$ cat config.mk
export PLATFORM = sky130hd
export DESIGN_NAME = coin_credit_bank
export DESIGN_NICKNAME = d
export VERILOG_FILES = /design/src/rtl/coin_pkg.sv /design/src/rtl/game_bank.sv /design/src/rtl/coin_credit_bank.sv
export SDC_FILE = /design/constraint.sdc
export NUM_CORES = 1
export LEC_CHECK = 0
export ABC_AREA = 1
export BUFFER_PORTS_ARGS = -buffer_cell sky130_fd_sc_hd__buf_2
export CELL_PAD_IN_SITES_DETAIL_PLACEMENT = 2
export CELL_PAD_IN_SITES_GLOBAL_PLACEMENT = 2
export CORE_UTILIZATION = 27
export DETAILED_ROUTE_END_ITERATION = 7
export PLACE_DENSITY_LB_ADDON = 0.1
export SYNTH_ARGS = -nofsm -noshare
export SYNTH_HDL_FRONTEND = slang
export SYNTH_HIERARCHICAL = 1
export SYNTH_SLANG_ARGS = --single-unit
$ cat constraint.sdc
create_clock -name clock -period 1.95 [get_ports clock]
set_input_delay 0 -clock clock [delete_from_list [all_inputs] [get_ports clock]]
set_output_delay 0 -clock clock [all_outputs]
set_load 0.01 [all_outputs]
$ cat src/rtl/coin_pkg.sv
// Shared types for the coin credit bank: controller states and coin codes.
package coin_pkg;

  typedef enum logic [1:0] {
    IDLE = 2'd0,
    VEND = 2'd1,
    HOLD = 2'd2
  } state_t;

  typedef enum logic [1:0] {
    COIN_NONE = 2'b00,
    COIN_1    = 2'b01,
    COIN_2    = 2'b10,
    COIN_3    = 2'b11
  } coin_t;

endpackage

$ cat src/rtl/game_bank.sv
// Saturating up/down counter holding the number of banked games.
module game_bank #(
  parameter int MAX = 7,
  parameter int W   = $clog2(MAX + 1)
) (
  input  logic         clock,
  input  logic         reset_L,
  input  logic         inc,
  input  logic         dec,
  output logic [W-1:0] count
);

  localparam logic [W-1:0] MAX_C = W'(MAX);
  localparam logic [W-1:0] ONE_C = W'(1);

  // Simultaneous inc and dec cancel; each direction saturates at its limit.
  always_ff @(posedge clock or negedge reset_L) begin
    if (!reset_L) begin
      count <= '0;
    end else if (inc && !dec && (count < MAX_C)) begin
      count <= count + ONE_C;
    end else if (dec && !inc && (count != '0)) begin
      count <= count - ONE_C;
    end
  end

endmodule

$ cat src/rtl/coin_credit_bank.sv
// Coin acceptor with credit accumulation, game purchase and a banked-game counter.
module coin_credit_bank
  import coin_pkg::*;
#(
  parameter int PRICE     = 4,
  parameter int VAL1      = 1,
  parameter int VAL2      = 3,
  parameter int VAL3      = 5,
  parameter int CREDIT_W  = 4,
  parameter int MAX_GAMES = 7,
  localparam int GAME_W   = $clog2(MAX_GAMES + 1)
) (
  input  logic                clock,
  input  logic                reset_L,
  input  logic                coinInserted,
  input  logic [1:0]          coinValue,
  input  logic                startGame,
  output logic [CREDIT_W-1:0] credit,
  output logic [GAME_W-1:0]   numGames,
  output logic                drop,
  output logic                gameGranted,
  output logic                coinReject,
  output logic                busy
);

  localparam int CREDIT_MAX_I = (1 << CREDIT_W) - 1;

  if ((PRICE < 1) || (PRICE > CREDIT_MAX_I) || (VAL1 > CREDIT_MAX_I) ||
      (VAL2 > CREDIT_MAX_I) || (VAL3 > CREDIT_MAX_I)) begin : g_param_check
    $error("coin_credit_bank: PRICE must be in 1..CREDIT_MAX and each VALn <= CREDIT_MAX");
  end

  // One extra bit so credit + coin value never wraps before the limit test.
  localparam logic [CREDIT_W:0]   CREDIT_MAX_C = (CREDIT_W + 1)'(CREDIT_MAX_I);
  localparam logic [CREDIT_W-1:0] PRICE_C      = CREDIT_W'(PRICE);
  localparam logic [CREDIT_W:0]   VAL1_C       = (CREDIT_W + 1)'(VAL1);
  localparam logic [CREDIT_W:0]   VAL2_C       = (CREDIT_W + 1)'(VAL2);
  localparam logic [CREDIT_W:0]   VAL3_C       = (CREDIT_W + 1)'(VAL3);
  localparam logic [GAME_W-1:0]   MAX_GAMES_C  = GAME_W'(MAX_GAMES);

  state_t              state;
  state_t              state_n;
  coin_t               coin_code;
  logic [CREDIT_W:0]   coin_amt;
  logic [CREDIT_W:0]   credit_sum;
  logic [CREDIT_W-1:0] credit_n;
  logic                coin_present;
  logic                can_vend;
  logic                vend_fire;
  logic                reject_fire;
  logic                start_q;
  logic                grant_fire;

  assign coin_code    = coin_t'(coinValue);
  assign coin_present = coinInserted && (coin_code != COIN_NONE);
  assign credit_sum   = {1'b0, credit} + coin_amt;
  assign can_vend     = (credit >= PRICE_C) && (numGames < MAX_GAMES_C);
  assign grant_fire   = startGame && !start_q && (numGames != '0);
  assign busy         = (state != IDLE);

  // Credit value carried by the presented coin code.
  always_comb begin
    coin_amt = '0;
    case (coin_code)
      COIN_1:  coin_amt = VAL1_C;
      COIN_2:  coin_amt = VAL2_C;
      COIN_3:  coin_amt = VAL3_C;
      default: coin_amt = '0;
    endcase
  end

  // Next-state, credit update and single-cycle event decisions.
  always_comb begin
    state_n     = state;
    credit_n    = credit;
    vend_fire   = 1'b0;
    reject_fire = 1'b0;
    case (state)
      IDLE: begin
        if (coin_present) begin
          if (credit_sum <= CREDIT_MAX_C) begin
            credit_n = credit_sum[CREDIT_W-1:0];
            state_n  = VEND;
          end else begin
            reject_fire = 1'b1;
            state_n     = HOLD;
          end
        end else if (can_vend) begin
          state_n = VEND;
        end
      end
      VEND: begin
        if (can_vend) begin
          vend_fire = 1'b1;
          credit_n  = credit - PRICE_C;
        end else begin
          state_n = coinInserted ? HOLD : IDLE;
        end
      end
      HOLD: begin
        if (!coinInserted) begin
          state_n = IDLE;
        end
      end
      default: state_n = IDLE;
    endcase
  end

  // State, credit and registered output pulses.
  always_ff @(posedge clock or negedge reset_L) begin
    if (!reset_L) begin
      state       <= IDLE;
      credit      <= '0;
      drop        <= 1'b0;
      gameGranted <= 1'b0;
      coinReject  <= 1'b0;
    end else begin
      state       <= state_n;
      credit      <= credit_n;
      drop        <= vend_fire;
      gameGranted <= grant_fire;
      coinReject  <= reject_fire;
    end
  end

  // Registered copy of startGame for rising-edge detection.
  always_ff @(posedge clock or negedge reset_L) begin
    if (!reset_L) begin
      start_q <= 1'b0;
    end else begin
      start_q <= startGame;
    end
  end

  game_bank #(
    .MAX (MAX_GAMES),
    .W   (GAME_W)
  ) u_game_bank (
    .clock   (clock),
    .reset_L (reset_L),
    .inc     (vend_fire),
    .dec     (grant_fire),
    .count   (numGames)
  );

endmodule

==> metrics.cfg <==
[floorplan]
dieWidth_um = 58.4
rows = 20
io_pins = 17
start_util = 0.284
die_y_um = 58.4
core_area_sq_um = 3030
die-area_sq_um = 3410

[detailed_routing]
route.detailed.drc = 0
detail-route-antenna-nets = 0
first_iter_violations = 23
vias_per_cell = 4.45
wl_per_cell_um = 13.1
routed-via-count = 841
drt_pass1_iterations = 4
wirelength_um = 2470

[worst_setup_path]
arrival_ps = 2080
end_kind = register
criticalPathCategory = register to register
critPathMaxFanout = 3
critPathLaunchType = register
r2r-start = credit[3]$_DFFE_PN0P_
startpoint = credit[3]$_DFFE_PN0P_
cp.required_ps = 2170

[finish]
final_cell_count_no_fill = 189
antennaDiodeCount = 0
num-nets-final = 158
area_growth_pct = 37.4
layout-drive-gt1-share = 0.448
post-route-util = 0.390

[power]
vdd_drop_max_mv = 0.614
p_total_mw = 2.10
power_density_nw_per_um2 = 1780
power.static_leakage_nw = 0.629

[run]
maxCapViolCount = 0

[worst_hold_path]
hp-class = primary input to register
min_from = coinInserted

[cts]
cts_buffers = 3
clockBufferDepth = 2
cts_root_buffer = clkbuf_4
insertion_delay_ps = 280
cts_sinks = 13
htreeDepth = 1
cts_tree = built
clk_pin_slew_ps = 80

[synthesis]
synth-edff-count = 0
muxShareOfSynthArea = 0
synth_xor_area_frac = 0
synth_seq_cells = 13
syn_area_sq_um = 860
yosysWarnings = 6
synth.yosys.seq_area_share = 0.378
yosys.area_share.simple = 0.351
postSynthAreaPerCell_sq_um = 7.67
synth_compound_area_frac = 0.0786
synth.distinct_cells = 22
synth_fa_ha_area_frac = 0.105
netlist_instances = 112
ys.flop_type = dfrtp_1
async_flop_share = 1.00
synth_top_family_by_area = simple AND/OR/NAND/NOR gates
synth_nets = 124

[timing]
tightest_slew_ps = 448
slew_headroom = 0.701
finalSetupViolations = 0
hold_ws_ps = 17.4
slew_viol_final = 0
fmax_ghz = 0.539
finClkSkew_ps = 2.33
layout_min_cycle_time_ps = 1860
period_share = 0.951
hold_viol = 0
layout_setup_ws_ps = 94.8

[global_route]
grt_pass1_wl_um = 4010
antenna_found_initial = 0
grt_pass1_vias = 861
grt-ovfl-total = 0
grt_usage = 0.159
grt_max_degree = 14

[outcome]
status = complete, no violations

[placed_design]
dp.cells = 180
gp_congestion = 0.740
dp_hpwl_um = 1850
port_buffers = 16
placement.setup.worst_slack_ps = 28.6

layer usage:
| metal | GRT usage | wire [um] |
|---|---|---|
| met1 | 0.192 | 1030 |
| met2 | 0.287 | 1320 |
| met3 | 0.0286 | 73 |
| met4 | 0.0510 | 43 |
| met5 | 0 | 0 |
state kept, by name, summed over array words and instances (netlist names):
name / cells
drop: 1
state: 2
gameGranted: 1
u_game_bank/count: 3
coinReject: 1
credit: 4
start_q: 1
power by group:
group          internal, mW  total (mW)  switching [mW]
clock network        0.0794       0.173          0.0941
logic                 0.613        1.43           0.813
registers             0.384       0.497           0.113
logic make-up after synthesis:
logic type / after synthesis
adder cells (fa/ha/maj): 6
AND/OR/NAND/NOR: 62
flip-flops: 13
AO/OA/AOI/OAI: 11
buffers and inverters: 20
Yosys cell counts, types with 2 or more instances:
cell type | n | area (sq um)
o21ai_2 | 2 | 17.5
nor2_2 | 4 | 25.0
o21ai_0 | 2 | 10.0
a21oi_1 | 2 | 10.0
ha_1 | 4 | 50.1
nand2_1 | 29 | 109
nor2_1 | 5 | 18.8
inv_1 | 17 | 63.8
dfrtp_1 | 13 | 325
nand2_2 | 6 | 37.5
inv_2 | 3 | 11.3
o21ai_1 | 3 | 15.0
fa_1 | 2 | 40.0
nand3_1 | 12 | 60.1
cell type report:
cell class | instances | area [sq um]
clock buffers | 4 | 26.3
fillers | 369 | 1850
inverters | 20 | 77.6
multi-input cells | 79 | 512
flip-flops and latches | 13 | 328
well taps | 44 | 55.1
repair buffers | 29 | 183
worst paths after layout:
kind                       cells after the start  slack (ps)                               end
max reg2reg                                   14          90  u_game_bank/count[2]$_DFFE_PN0P_
min in group asynchronous                      2         130             credit[3]$_DFFE_PN0P_
min reg2reg                                    2         540             credit[0]$_DFFE_PN0P_
max in group asynchronous                      2        1570  u_game_bank/count[1]$_DFFE_PN0P_
min                                            3          20              coinReject$_DFF_PN0_
max                                           14          90  u_game_bank/count[2]$_DFFE_PN0P_
cells in the final DEF, fill, tap and decap left out, drive strengths merged, types with 2 or more instances in the layout:
cell	netlist	final
a21oi	3	3
buf	0	27
clkbuf	0	4
dfrtp	13	13
dlygate4sd3	0	2
fa	2	2
ha	4	4
inv	20	20
nand2	36	36
nand3	13	13
nor2	10	10
o21ai	7	7
worst max-delay path, cell delays in order, from the launching register on:
cell and delay [ps]:
dfrtp_2 380, inv_2 50, ha_4 160, inv_4 50, nand3_2 80, inv_2 70
inv_2 40, nor2_4 140, nand2_4 80, fa_2 420, inv_2 70, nand3_2 70
nand2_1 70, nand2_1 50, nand2_1 50
through the flow:
stage                     cell area (sq um)  setup TNS (ps)
final                                  1180               0
after global routing                   1180           -30.4
after CTS                              1100               0
after detailed placement               1060               0
after global placement                 1060               0
after floorplan                         861               0
timing repair:
action | in CTS | in global routing
pin swaps | 0 | 7
hold buffers | 2 | 0
endpoints found under the setup margin | 1 | 6
cloned | 0 | 0
resized for setup | 1 | 18
endpoints found under the hold margin | 14 | 0
setup buffers | 0 | 3
No activity file was read; power rests on OpenSTA's default activity.
